$ cat src/rtl/sd_bitstream_decimator_if.sv
// Bitstream-in / decimated-sample-out bundle for sd_bitstream_decimator.
// The master side feeds the bitstreams; the slave side is the decimator.
`timescale 1ns/1ps
interface sd_bitstream_decimator_if #(
   parameter int unsigned OUT_BW = 16
);
   logic                     en;
   logic                     sin_bs;
   logic                     cos_bs;
   logic signed [OUT_BW-1:0] sin_out;
   logic signed [OUT_BW-1:0] cos_out;
   logic                     out_valid;

   modport master (
      output en, sin_bs, cos_bs,
      input  sin_out, cos_out, out_valid
   );

   modport slave (
      input  en, sin_bs, cos_bs,
      output sin_out, cos_out, out_valid
   );
endinterface

$ cat src/rtl/sd_bitstream_decimator.sv
// Dual-channel sinc3 (third-order CIC) decimator for the sin/cos sigma-delta bitstreams.
// Both channels share one decimation counter, so output samples are always aligned.
`timescale 1ns/1ps
module sd_bitstream_decimator #(
   parameter int unsigned LOG2_DEC = 8,
   parameter int unsigned OUT_BW   = 16
) (
   input  logic                   clk,
   input  logic                   rst_n,
   sd_bitstream_decimator_if.slave dec_io
);
   // Internal width: R^3 growth plus sign plus one bit so +R^3 is representable.
   localparam int unsigned W     = 3 * LOG2_DEC + 2;
   localparam int unsigned Shift = 3 * LOG2_DEC + 1 - OUT_BW;

   typedef logic signed [W-1:0] acc_t;

   localparam logic [LOG2_DEC-1:0] CntMax = '1;
   localparam acc_t SatHi = {{(W - OUT_BW + 1){1'b0}}, {(OUT_BW - 1){1'b1}}};
   localparam acc_t SatLo = {{(W - OUT_BW + 1){1'b1}}, {(OUT_BW - 1){1'b0}}};
   localparam acc_t PlusOne = acc_t'(1);

   // Channel 0 = sine, channel 1 = cosine.
   acc_t int1_q [2], int1_d [2];
   acc_t int2_q [2], int2_d [2];
   acc_t int3_q [2], int3_d [2];
   acc_t dly1_q [2], dly1_d [2];
   acc_t dly2_q [2], dly2_d [2];
   acc_t dly3_q [2], dly3_d [2];
   acc_t x_in   [2];
   acc_t comb1  [2];
   acc_t comb2  [2];
   acc_t comb3  [2];
   acc_t scaled [2];
   logic signed [OUT_BW-1:0] out_q [2], out_d [2];

   logic [LOG2_DEC-1:0] dec_cnt_q, dec_cnt_d;
   logic [1:0]          prime_cnt_q, prime_cnt_d;
   logic                out_valid_q, out_valid_d;
   logic                accept;
   logic                dec_event;

   assign accept    = dec_io.en;
   assign dec_event = accept && (dec_cnt_q == CntMax);

   // Integrator cascade, comb section, scaling/saturation and control next-state.
   always_comb begin
      x_in[0] = dec_io.sin_bs ? PlusOne : '1;
      x_in[1] = dec_io.cos_bs ? PlusOne : '1;

      for (int ch = 0; ch < 2; ch++) begin
         int1_d[ch] = int1_q[ch];
         int2_d[ch] = int2_q[ch];
         int3_d[ch] = int3_q[ch];
         dly1_d[ch] = dly1_q[ch];
         dly2_d[ch] = dly2_q[ch];
         dly3_d[ch] = dly3_q[ch];
         out_d[ch]  = out_q[ch];

         // Single-cycle cascade: each stage sees the updated value of the previous one.
         if (accept) begin
            int1_d[ch] = int1_q[ch] + x_in[ch];
            int2_d[ch] = int2_q[ch] + int1_d[ch];
            int3_d[ch] = int3_q[ch] + int2_d[ch];
         end

         comb1[ch]  = int3_d[ch] - dly1_q[ch];
         comb2[ch]  = comb1[ch] - dly2_q[ch];
         comb3[ch]  = comb2[ch] - dly3_q[ch];
         scaled[ch] = comb3[ch] >>> Shift;

         if (dec_event) begin
            dly1_d[ch] = int3_d[ch];
            dly2_d[ch] = comb1[ch];
            dly3_d[ch] = comb2[ch];
            // +R^3 lands one LSB above the positive limit; clamp it.
            if (scaled[ch] > SatHi) begin
               out_d[ch] = SatHi[OUT_BW-1:0];
            end else if (scaled[ch] < SatLo) begin
               out_d[ch] = SatLo[OUT_BW-1:0];
            end else begin
               out_d[ch] = scaled[ch][OUT_BW-1:0];
            end
         end
      end

      dec_cnt_d   = accept ? dec_cnt_q + 1'b1 : dec_cnt_q;
      prime_cnt_d = prime_cnt_q;
      if (dec_event && (prime_cnt_q != 2'd2)) begin
         prime_cnt_d = prime_cnt_q + 2'd1;
      end
      // First two frames only fill the comb delays; suppress their strobes.
      out_valid_d = dec_event && (prime_cnt_q == 2'd2);
   end

   // State and registered outputs; asynchronous reset clears everything, including priming.
   always_ff @(posedge clk or negedge rst_n) begin
      if (!rst_n) begin
         for (int ch = 0; ch < 2; ch++) begin
            int1_q[ch] <= '0;
            int2_q[ch] <= '0;
            int3_q[ch] <= '0;
            dly1_q[ch] <= '0;
            dly2_q[ch] <= '0;
            dly3_q[ch] <= '0;
            out_q[ch]  <= '0;
         end
         dec_cnt_q   <= '0;
         prime_cnt_q <= '0;
         out_valid_q <= 1'b0;
      end else begin
         for (int ch = 0; ch < 2; ch++) begin
            int1_q[ch] <= int1_d[ch];
            int2_q[ch] <= int2_d[ch];
            int3_q[ch] <= int3_d[ch];
            dly1_q[ch] <= dly1_d[ch];
            dly2_q[ch] <= dly2_d[ch];
            dly3_q[ch] <= dly3_d[ch];
            out_q[ch]  <= out_d[ch];
         end
         dec_cnt_q   <= dec_cnt_d;
         prime_cnt_q <= prime_cnt_d;
         out_valid_q <= out_valid_d;
      end
   end

   assign dec_io.sin_out   = out_q[0];
   assign dec_io.cos_out   = out_q[1];
   assign dec_io.out_valid = out_valid_q;

endmodule

$ cat src/flat_wrapper.sv
// flat-port wrapper written by rule: the top's interface ports become plain ports
module sd_bitstream_decimator_flat 
#(
   parameter int unsigned LOG2_DEC = 8,
   parameter int unsigned OUT_BW   = 16
)
  (clk, rst_n, dec_io_en, dec_io_sin_bs, dec_io_cos_bs, dec_io_sin_out, dec_io_cos_out, dec_io_out_valid);
  sd_bitstream_decimator_if #(.OUT_BW(OUT_BW)) dec_io_i ();
  input  logic clk;
  input  logic rst_n;
  input wire logic [$bits(dec_io_i.en)-1:0] dec_io_en;
  input wire logic [$bits(dec_io_i.sin_bs)-1:0] dec_io_sin_bs;
  input wire logic [$bits(dec_io_i.cos_bs)-1:0] dec_io_cos_bs;
  output wire logic [$bits(dec_io_i.sin_out)-1:0] dec_io_sin_out;
  output wire logic [$bits(dec_io_i.cos_out)-1:0] dec_io_cos_out;
  output wire logic [$bits(dec_io_i.out_valid)-1:0] dec_io_out_valid;
  assign dec_io_i.en = dec_io_en;
  assign dec_io_i.sin_bs = dec_io_sin_bs;
  assign dec_io_i.cos_bs = dec_io_cos_bs;
  assign dec_io_sin_out = dec_io_i.sin_out;
  assign dec_io_cos_out = dec_io_i.cos_out;
  assign dec_io_out_valid = dec_io_i.out_valid;
  sd_bitstream_decimator #(.LOG2_DEC(LOG2_DEC), .OUT_BW(OUT_BW)) u_core (.clk(clk), .rst_n(rst_n), .dec_io(dec_io_i));
endmodule
$ cat config.mk
export PLATFORM = sky130hd
export DESIGN_NAME = sd_bitstream_decimator_flat
export DESIGN_NICKNAME = d
export VERILOG_FILES = /design/src/rtl/sd_bitstream_decimator_if.sv /design/src/rtl/sd_bitstream_decimator.sv /design/src/flat_wrapper.sv
export SDC_FILE = /design/constraint.sdc
export NUM_CORES = 1
export LEC_CHECK = 0
export BUFFER_PORTS_ARGS = -buffer_cell sky130_fd_sc_hd__buf_2
export CORE_ASPECT_RATIO = 0.75
export CORE_MARGIN = 2
export CORE_UTILIZATION = 60
export CTS_CLUSTER_DIAMETER = 150
export CTS_CLUSTER_SIZE = 20
export DETAILED_ROUTE_END_ITERATION = 6
export GPL_TIMING_DRIVEN = 0
export HOLD_SLACK_MARGIN = 0.05
export PLACE_DENSITY = 0.73
export SLEW_MARGIN = 30
export SYNTH_ARGS = -nofsm -noshare
export SYNTH_HDL_FRONTEND = slang
export SYNTH_SLANG_ARGS = --single-unit
$ cat constraint.sdc
create_clock -name clk -period 23.9 [get_ports clk]
set_clock_uncertainty 0.1 [all_clocks]
set_input_delay 1.195 -clock clk [delete_from_list [all_inputs] [get_ports clk]]
set_output_delay 1.195 -clock clk [all_outputs]
set_load 0.1 [all_outputs]
# Yosys cells after proc, flatten, opt, wreduce, memory -nomap -nowiden
# Index checks and enable logic that the tools add are counted.
[totals] reg_bits=355 out_inout_bits=33 elab_cells=49
[op_classes] n_lt_le_gt_ge=4 n_mux=8 n_reduce_logical=3 n_eq_ne=3 addsub=14
[ops] op="adder 26 bit" count=6
[ops] op="subtractor 26 bit" count=6
[ops] op="2-to-1 mux 26 bit" count=4
[ops] op="2-to-1 mux 16 bit" count=4
[ops] op="greater-than comparator 17 x 16 -> 1 bit (second input constant)" count=2
[ops] op="less-than comparator 17 x 16 -> 1 bit (second input constant)" count=2
[ops] op="adder 8 x 1 -> 8 bit (second input constant)" count=1
[ops] op="== test 8 bit (second input constant)" count=1
[ops] op="logical AND 1 bit" count=3
[ops] op="adder 2 x 1 -> 2 bit (second input constant)" count=1
[ops] op="== test 2 bit (second input constant)" count=1
[ops] op="!= test 2 bit (second input constant)" count=1

# Logic depth before layout (Yosys ltp)
# Gate-level depths: netlist (run 1).
[depth] ltp_word=11 depth_mapped=55

# Worst setup path before layout (run 1)
# No wires, ideal clock.
[synth_timing] kind="input-to-reg" startpoint="input dec_io_cos_bs" endpoint="register u_core.out_q (netlist bit u_core.dec_io.cos_out[11])" cell_stages=45 slack_ns=12.957 t_arrival_ns=10.761 required_ns=23.717 setup_time_ns=0.083 n_path_buf=1 path_cell_list="inv_1 -> ha_1 -> a21o_1 -> a21oi_1 -> xnor2_1 -> ha_1 -> a21boi_0 -> o21ai_0 -> a21boi_0 -> o21ai_0 -> a21boi_0 -> o21ai_0 -> a21boi_0 -> o21ai_0 -> a21boi_0 -> o21ai_0 -> nor2b_1 -> xnor2_1 -> [... 9 more ...] -> nor2_1 -> ha_1 -> a21oi_1 -> or4b_2 -> a31oi_1 -> xnor2_1 -> ha_1 -> nand3_1 -> o211ai_1 -> a2111oi_0 -> a21oi_1 -> a221oi_1 -> xnor2_1 -> xnor3_1 -> nor2_1 -> clkbuf_1 -> nor2_1 -> o21ai_0"
[synth_lines] item="from (decl)" line="flat_wrapper.sv:13" source="input wire logic [$bits(dec_io_i.cos_bs)-1:0] dec_io_cos_bs;"
[synth_lines] item="to (signal, indexed assignment)" line="sd_bitstream_decimator.sv:119" source="out_q[ch] <= out_d[ch];"
[synth_lines] item="to (decl)" line="sd_bitstream_decimator.sv:35" source="logic signed [OUT_BW-1:0] out_q [2], out_d [2];"

==> run summary, run 1 <==
For the number of global-route vias before repair, the log shows 19900. Summed over all layers, the routed wires come to 59500 microns. The cell with the biggest individual delay on the critical path was fa_1. In this design, the stage delay of the slowest critical-path cell is 760 ps. The slew at the pin closest to its max-slew limit was 1000 ps. The logs give 0 for the remaining antenna violation count and 0.0760 GHz for the maximum clock rate. The tools report the sink count of the clock tree as 355.

Of the synthesized area, sequential elements account for 33.9%. The first-pass detailed-route iteration total was 5. 0 antenna diodes ended up in the layout. 38 I/O pins were placed. For the placement row count, the log shows 66. STA classifies the critical path endpoint as a flip-flop. Once layout is complete, the utilization of the core stands at 64.3%. Port buffering added 36 buffers. For the largest buffer count on any clock path, the log shows 3. The tool flagged a number of max-cap violations equal to 0. The run gives 0 as the total count of hold-check failures in the final report. Number of slew-limit violations in the final report: 0. In the synthesized netlist the dominant register cell turns out to be dfrtp_1. The synthesized design contains 0 enable-type register cells. In the routed design, unresolved DRC markers number 0. The post-synthesis register bit count came out at 355. At the later pin of the worst-skew pair, clock insertion delay measures 550 ps. The global-route congestion overflow total is 0, and the warning count from the yosys run is 0. TritonCTS built the clock tree.

STA puts the critical path data arrival time at 13520 ps. The synthesized netlist occupies a cell area of 26200 sq um. The number of antenna violations at the first check in global routing came out at 1. The half-perimeter wire length after detailed placement is 46100 microns, and the initial core utilization is 60.7%.

Data required time at the worst endpoint: 24260 ps. The floorplan step defined a die boundary enclosing 45400 sq um. Global routing used 26.5% of the available tracks across all layers. The net count of the finished layout is 3284.

Cells with a size suffix above 1 make up 8.05% of the layout. Hold buffer count at CTS: 0. The die is 185 microns tall. The critical path is of the in2reg type. Setup repair after global routing left no endpoint under its margin.

The area growth from synthesis to layout is 5.95%. Setup violations remaining at the end of the flow were counted as 0. CTS placed an instance of clkbuf_16 at the clock tree root.

Entering global routing, the biggest net connects 83 pins. For the final routed database, the setup TNS stands at 0 ps. Post-CTS repair changed the size of 0 cells. The post-synthesis average cell area was 9.01 sq um; the number of buffers added by the clock tree synthesis step was 21. The congestion estimate from routability-driven global placement came to 0.876. The cell that appears most often on the critical path is o21ai_0. The final critical path takes up 55.1% of the cycle. Subtracting the final worst setup slack from the clock period gives 13160 ps.

Using the TritonRoute via totals, the vias-per-cell ratio works out to 5.84. dfrtp_1 takes more of the synthesized area than any other cell. After clock tree synthesis, the setup repair step added 0 buffers. The floorplan step set the die width to 245 microns. For the synthesized netlist net count, the log shows 3221. The number of fill cells in the layout is 3578, and the share of synthesized registers carrying an async set or reset is 100%. In the post-synthesis netlist, the biggest area contributors are dfrtp_1 34%, ha_1 14%, mux2_2 6.4%. Number of distinct standard cells referenced by the synthesized netlist: 75. Dividing the detail-routed wire length by the instance count gives 16.8 microns. In this run the worst path has a maximum fanout of 25. In this run the standard cell core region covers 43200 sq um. Level count of the clock H-tree: 1. The top cell type by area accounts for 33.9% of the synthesized area. The run gives 33.0% as the relative slew slack. The clock transition at the register clock pins on the worst setup and hold paths after CTS is 90 ps, and the initial detailed-routing violation count is 1350.

The min-delay analysis places its worst path in the category reg2reg. The tools report the critical path launch point type as an input pin. The overall via count from detail_route was 20700; the first-pass GRT wire length was 99700 microns. The run finished with clean final reports.

In the synthesized netlist, the number of instances is 2906.
-- path summary, 6_finish.rpt --
kind,from,to,slack [ps],depth (start not counted)
setup / recovery,dec_io_cos_bs,u_core.dec_io.cos_out[1]$_DFFE_PN0P_,10740,46
hold / removal,u_core.dec_cnt_q[3]$_DFFE_PN0P_,u_core.dec_cnt_q[3]$_DFFE_PN0P_,380,1
setup reg to reg,u_core.int1_q[0]$_DFFE_PN0P_,u_core.dec_io.cos_out[1]$_DFFE_PN0P_,12030,44
hold reg to reg,u_core.dec_cnt_q[3]$_DFFE_PN0P_,u_core.dec_cnt_q[3]$_DFFE_PN0P_,380,1
max in group asynchronous,rst_n,u_core.int2_q[37]$_DFFE_PN0P_,21700,4
min in group asynchronous,rst_n,u_core.dec_io.cos_out[3]$_DFFE_PN0P_,460,1
-- metal layers --
layer / wire length, microns / share of wire (%) / track usage, %
met3: 2100 / 3.5 / 2.09
met1: 29600 / 50 / 39.0
met4: 912 / 1.5 / 4.61
met5: 0 / 0 / 0
met2: 26900 / 45 / 43.2
-- synthesized netlist by cell type, drive strengths merged, types with 5 or more instances --
master / instances
and2: 17
nor2: 207
nand2b: 37
xor2: 61
a21oi: 202
or2: 9
buf: 8
inv: 252
or4b: 5
nor3: 43
or3: 12
nor2b: 30
nand2: 263
and3: 22
xnor2: 189
o31a: 5
o211ai: 9
ha: 300
o31ai: 20
nor4: 7
nand4: 15
mux2i: 7
o21ai: 285
a211o: 5
and4: 5
a21o: 73
dfrtp: 355
a31oi: 24
a211oi: 20
o21bai: 36
clkbuf: 55
nand3: 41
o22ai: 5
o21a: 36
a21boi: 18
a221oi: 5
mux2: 150
fa: 10
-- layout make-up --
cell class,count,area (sq um),share of cell area (%)
timing repair buffer,40,300,1.08
tap,578,723,2.61
clock buffer,21,526,1.89
inverter,252,946,3.41
buffer,63,246,0.888
clock inverter,1,7.51,0.0270
multi-input combinational,2236,16100,58.1
sequential,355,8880,32.0
-- cell usage in the layout (no fill, tap or decap), types with 73 or more instances in the layout --
cell type,instances
a21o_1,73
a21oi_1,201
dfrtp_1,355
ha_1,300
inv_1,251
mux2_2,150
nand2_1,263
nor2_1,207
o21ai_0,268
xnor2_1,188
-- sequential cells by signal (all words and copies together) (netlist names) --
name,count
u_core.dec_cnt_q,8
u_core.dec_io.cos_out,16
u_core.dec_io.out_valid,1
u_core.dec_io.sin_out,16
u_core.dly1_q,52
u_core.dly2_q,52
u_core.dly3_q,52
u_core.int1_q,52
u_core.int2_q,52
u_core.int3_q,52
u_core.prime_cnt_q,2
-- critical path: cells and delay by family --
family | cells | cell delay, ps
AOI/OAI and AO/OA | 21 | 5140
xor gates and xnor gates | 6 | 1170
adders and majority gates | 6 | 2450
buffers and inverters | 3 | 1240
muxes | 1 | 310
and+or+nand+nor | 9 | 2000
-- through the flow --
stage / hold slack, ps / area [sq um] / std cells / worst slack [ps]
finish: 375 / 27800 / 3546 / 10740
global route: 408 / 27800 / 3546 / 9620
CTS: 376 / 27800 / 3546 / 11220
detailed placement: 356 / 27200 / 3524 / 10720
global placement: 352 / 27100 / 3520 / 11060
floorplan: 338 / 26200 / 2906 / 12960
-- kinds of logic (layout without fill, tap and decap cells) --
logic type               count (synthesis)  after routing  share of synthesized area (%)
AO/OA/AOI/OAI                          793            793                           18.5
XOR/XNOR                               253            253                           8.69
adder cells (fa/ha/maj)                311            311                           15.1
buffers and inverters                  315            377                           4.54
flip-flops                             355            355                           33.9
multiplexers                           157            157                           6.72
AND/OR/NAND/NOR                        722            722                           12.5
Power of run 1 is not shown: default switching activity piles up to over one toggle a cycle in this logic, so the estimate is an artifact.
==> run 2: changes to the inputs <==
CORE_UTILIZATION = 59   (was 60)
PLACE_DENSITY = 0.75   (was 0.73)
clock period = 11.7 ns   (was 23.9 ns; I/O delays follow)
==> run summary, run 2 (synthesized netlist as in run 1, its figures left out) <==
Overall die area: 46100 sq um (was 45400 sq um). The critical path's largest stage delay works out to 370 ps (was 760 ps). Wire length per cell after detailed routing: 16.9 microns (was 16.8 microns). Number of buffers added by the clock tree synthesis step: 21 (unchanged). The run gives 11320 ps (was 13520 ps) as the arrival time of data at the critical path endpoint.

For the post-route DRC violation count, the log shows 0 (unchanged). The placement row count is 66 (unchanged). For the sequential cell area, the log shows 8880 sq um (unchanged). Total length of routed wires: 60000 microns (was 59500 microns). The area occupied by multi-input gates came out at 16200 sq um (was 16100 sq um). The logs give 0 (unchanged) for the global-route congestion overflow total and 100000 microns (was 99700 microns) for the first-pass GRT wire length. Leading cell type in the layout, fill and taps excluded: dfrtp_1 (unchanged). For the relative slew slack, the log shows 32.3% (was 33.0%). The area of the core was 43600 sq um (was 43200 sq um). Slew at the pin closest to its max-slew limit: 1020 ps (was 1000 ps).

Clock period minus final worst setup slack: 10950 ps. The maximum clock rate is 0.0913 GHz. The data required time at the worst endpoint is 12070 ps (was 24260 ps), and the total count of hold-check failures in the final report is 0 (unchanged). The count of input and output buffers is 36 (unchanged). The overall track demand over capacity in global routing was 26.1% (was 26.5%). The worst slack on hold paths came out at 374 ps (was 375 ps).

The largest buffer count on any clock path was 3 (unchanged). The run finished with clean final reports. The clock insertion delay at the later pin of the skew report came out at 540 ps (was 550 ps).

The run gives 1 (unchanged) as the level count of the clock H-tree. The half-perimeter wire length after detailed placement is 46600 microns (was 46100 microns), and the post-layout worst setup margin is 752 ps (was 10740 ps). The category of the worst setup path capture point was a flip-flop (unchanged). The run gives 20500 (was 19900) as the number of global-route vias before repair. The clock transition at the register clock pins on the worst setup and hold paths after CTS is 90 ps (about the same). The final critical path takes up 93.6% of the cycle. The sink count of the clock tree was 355 (unchanged); the height of the die was 186 microns (was 185 microns). The number of vias per cell is 5.87 (was 5.84), and the antenna cell count is 0 (unchanged). The run gives 0 (unchanged) as the number of slew-limit violations in the final report. The tools report the origin of the worst setup path as dec_io_sin_bs (was dec_io_cos_bs). The count of pins on the block boundary is 38 (unchanged), and the number of buffers and inverters on the critical path is 4 (was 3). The count of final setup violators was 0 (unchanged).

The family of cells with the greatest summed delay on the critical path is compound AO/OA/AOI/OAI gates (unchanged). For the overall via count from detail_route, the log shows 20900 (was 20700). The die width works out to 247 microns (was 245 microns). The relative area change from synthesis to final layout works out to 6.76% (was 5.95%). The class of the worst hold path is reg2reg (unchanged). For the largest net degree at the start of global routing, the log shows 87 (was 83).

Leading cell types in the layout, fill and taps excluded: 355 x dfrtp_1, 300 x ha_1, 263 x nand2_1, 260 x o21ai_0, 250 x inv_1 (was 355 x dfrtp_1, 300 x ha_1, 268 x o21ai_0, 263 x nand2_1, 251 x inv_1). The worst setup path category was in2reg (unchanged). The tools report the number of fill cells in the layout as 3593 (was 3578).

The register-to-register setup slack is 760 ps (was 12030 ps), and the maximum net fanout on the critical path is 10 (was 25). The cell with the biggest individual delay on the critical path is ha_1 (was fa_1). The clock root buffer was clkbuf_16 (unchanged). The weighted congestion reported at the end of routability-driven placement was 0.872 (was 0.876). The remaining antenna violation count is 0 (unchanged). Cell with the most instances on the worst path: ha_1 (was o21ai_0).

The tools report the number of nets in the finished design as 3294 (was 3284). Proportion of layout cells with a drive suffix above 1: 9.27% (was 8.05%). The launching point of the worst reg2reg path is u_core.int1_q[0]$_DFFE_PN0P_ (unchanged). The logs give 5 (unchanged) for the first-pass detailed-route iteration total and 0 (was 1) for the number of antenna violations at the first check in global routing. The reported max-cap violation count was 0 (unchanged); the post-placement worst setup slack was -831 ps (was 10720 ps). The initial detailed-routing violation count came out at 1418 (was 1350). TritonCTS built the clock tree. The critical path launch point type is an input pin (unchanged). The source of the worst hold timing path was u_core.dec_cnt_q[5]$_DFFE_PN0P_ (was u_core.dec_cnt_q[3]$_DFFE_PN0P_).

The initial core utilization is 60.1% (was 60.7%).
run 2: path summary, 6_finish.rpt:
kind                                                          to  cells after the start
max                         u_core.dec_io.sin_out[2]$_DFFE_PN0P_                     49
min                              u_core.dec_cnt_q[5]$_DFFE_PN0P_                      1
max reg2reg                u_core.dec_io.cos_out[13]$_DFFE_PN0P_                     45
min reg2reg                      u_core.dec_cnt_q[5]$_DFFE_PN0P_                      1
max in group asynchronous          u_core.int2_q[40]$_DFFE_PN0P_                      4
min in group asynchronous          u_core.dly3_q[14]$_DFFE_PN0P_                      2
run 2: final cells by class:
cell class	instances	share of cell area, %
multi-input cells	2236	58.0
well taps	578	2.59
clock inverters	1	0.0268
plain buffers	63	0.899
repair buffers	48	1.37
inverters	252	3.41
repair inverters	2	0.0358
clock buffers	21	1.88
flip-flops and latches	355	31.8
run 2: worst reg2reg max path, delay by kind of cell (launching register included):
kind,cells,cell delay [ps]
AND/OR/NAND/NOR,10,2100
XOR/XNOR,6,1150
flip-flops,1,460
AO/OA/AOI/OAI,21,4390
buffers and inverters,1,220
multiplexers,1,300
adder cells (fa/ha/maj),6,2110
run 2: stage by stage:
| stage | cell area, sq um | util (%) | TNS (ps) | std cells |
|---|---|---|---|---|
| floorplan | 26200 | - | 0 | 2906 |
| global placement | 27100 | 62.2 | -10630 | 3520 |
| detailed placement | 27200 | 62.5 | -19150 | 3525 |
| CTS | 27800 | 63.8 | 0 | 3552 |
| global route | 28000 | 64.1 | -647 | 3556 |
| finish | 28000 | 64.1 | 0 | 3556 |
run 2: timing repair:
| item | 4_1_cts | 5_1_grt |
|---|---|---|
| gates resized for setup | 3 | 47 |
| pin swaps | 0 | 4 |
| cloned | 2 | 0 |
| setup endpoints to repair | 22 | 32 |
| buffers inserted | 2 | 4 |
| hold endpoints to repair | 28 | 0 |
| hold buffers | 1 | 0 |
run 2: metal layers:
metal	part of all wire, %	GRT usage [%]	up-vias
met5	0	0	-
li1	-	-	10300
met2	45	41.7	337
met4	1.8	4.77	0
met1	49	38.7	10100
met3	3.6	2.60	68
Power of run 2 is left out for the same reason.
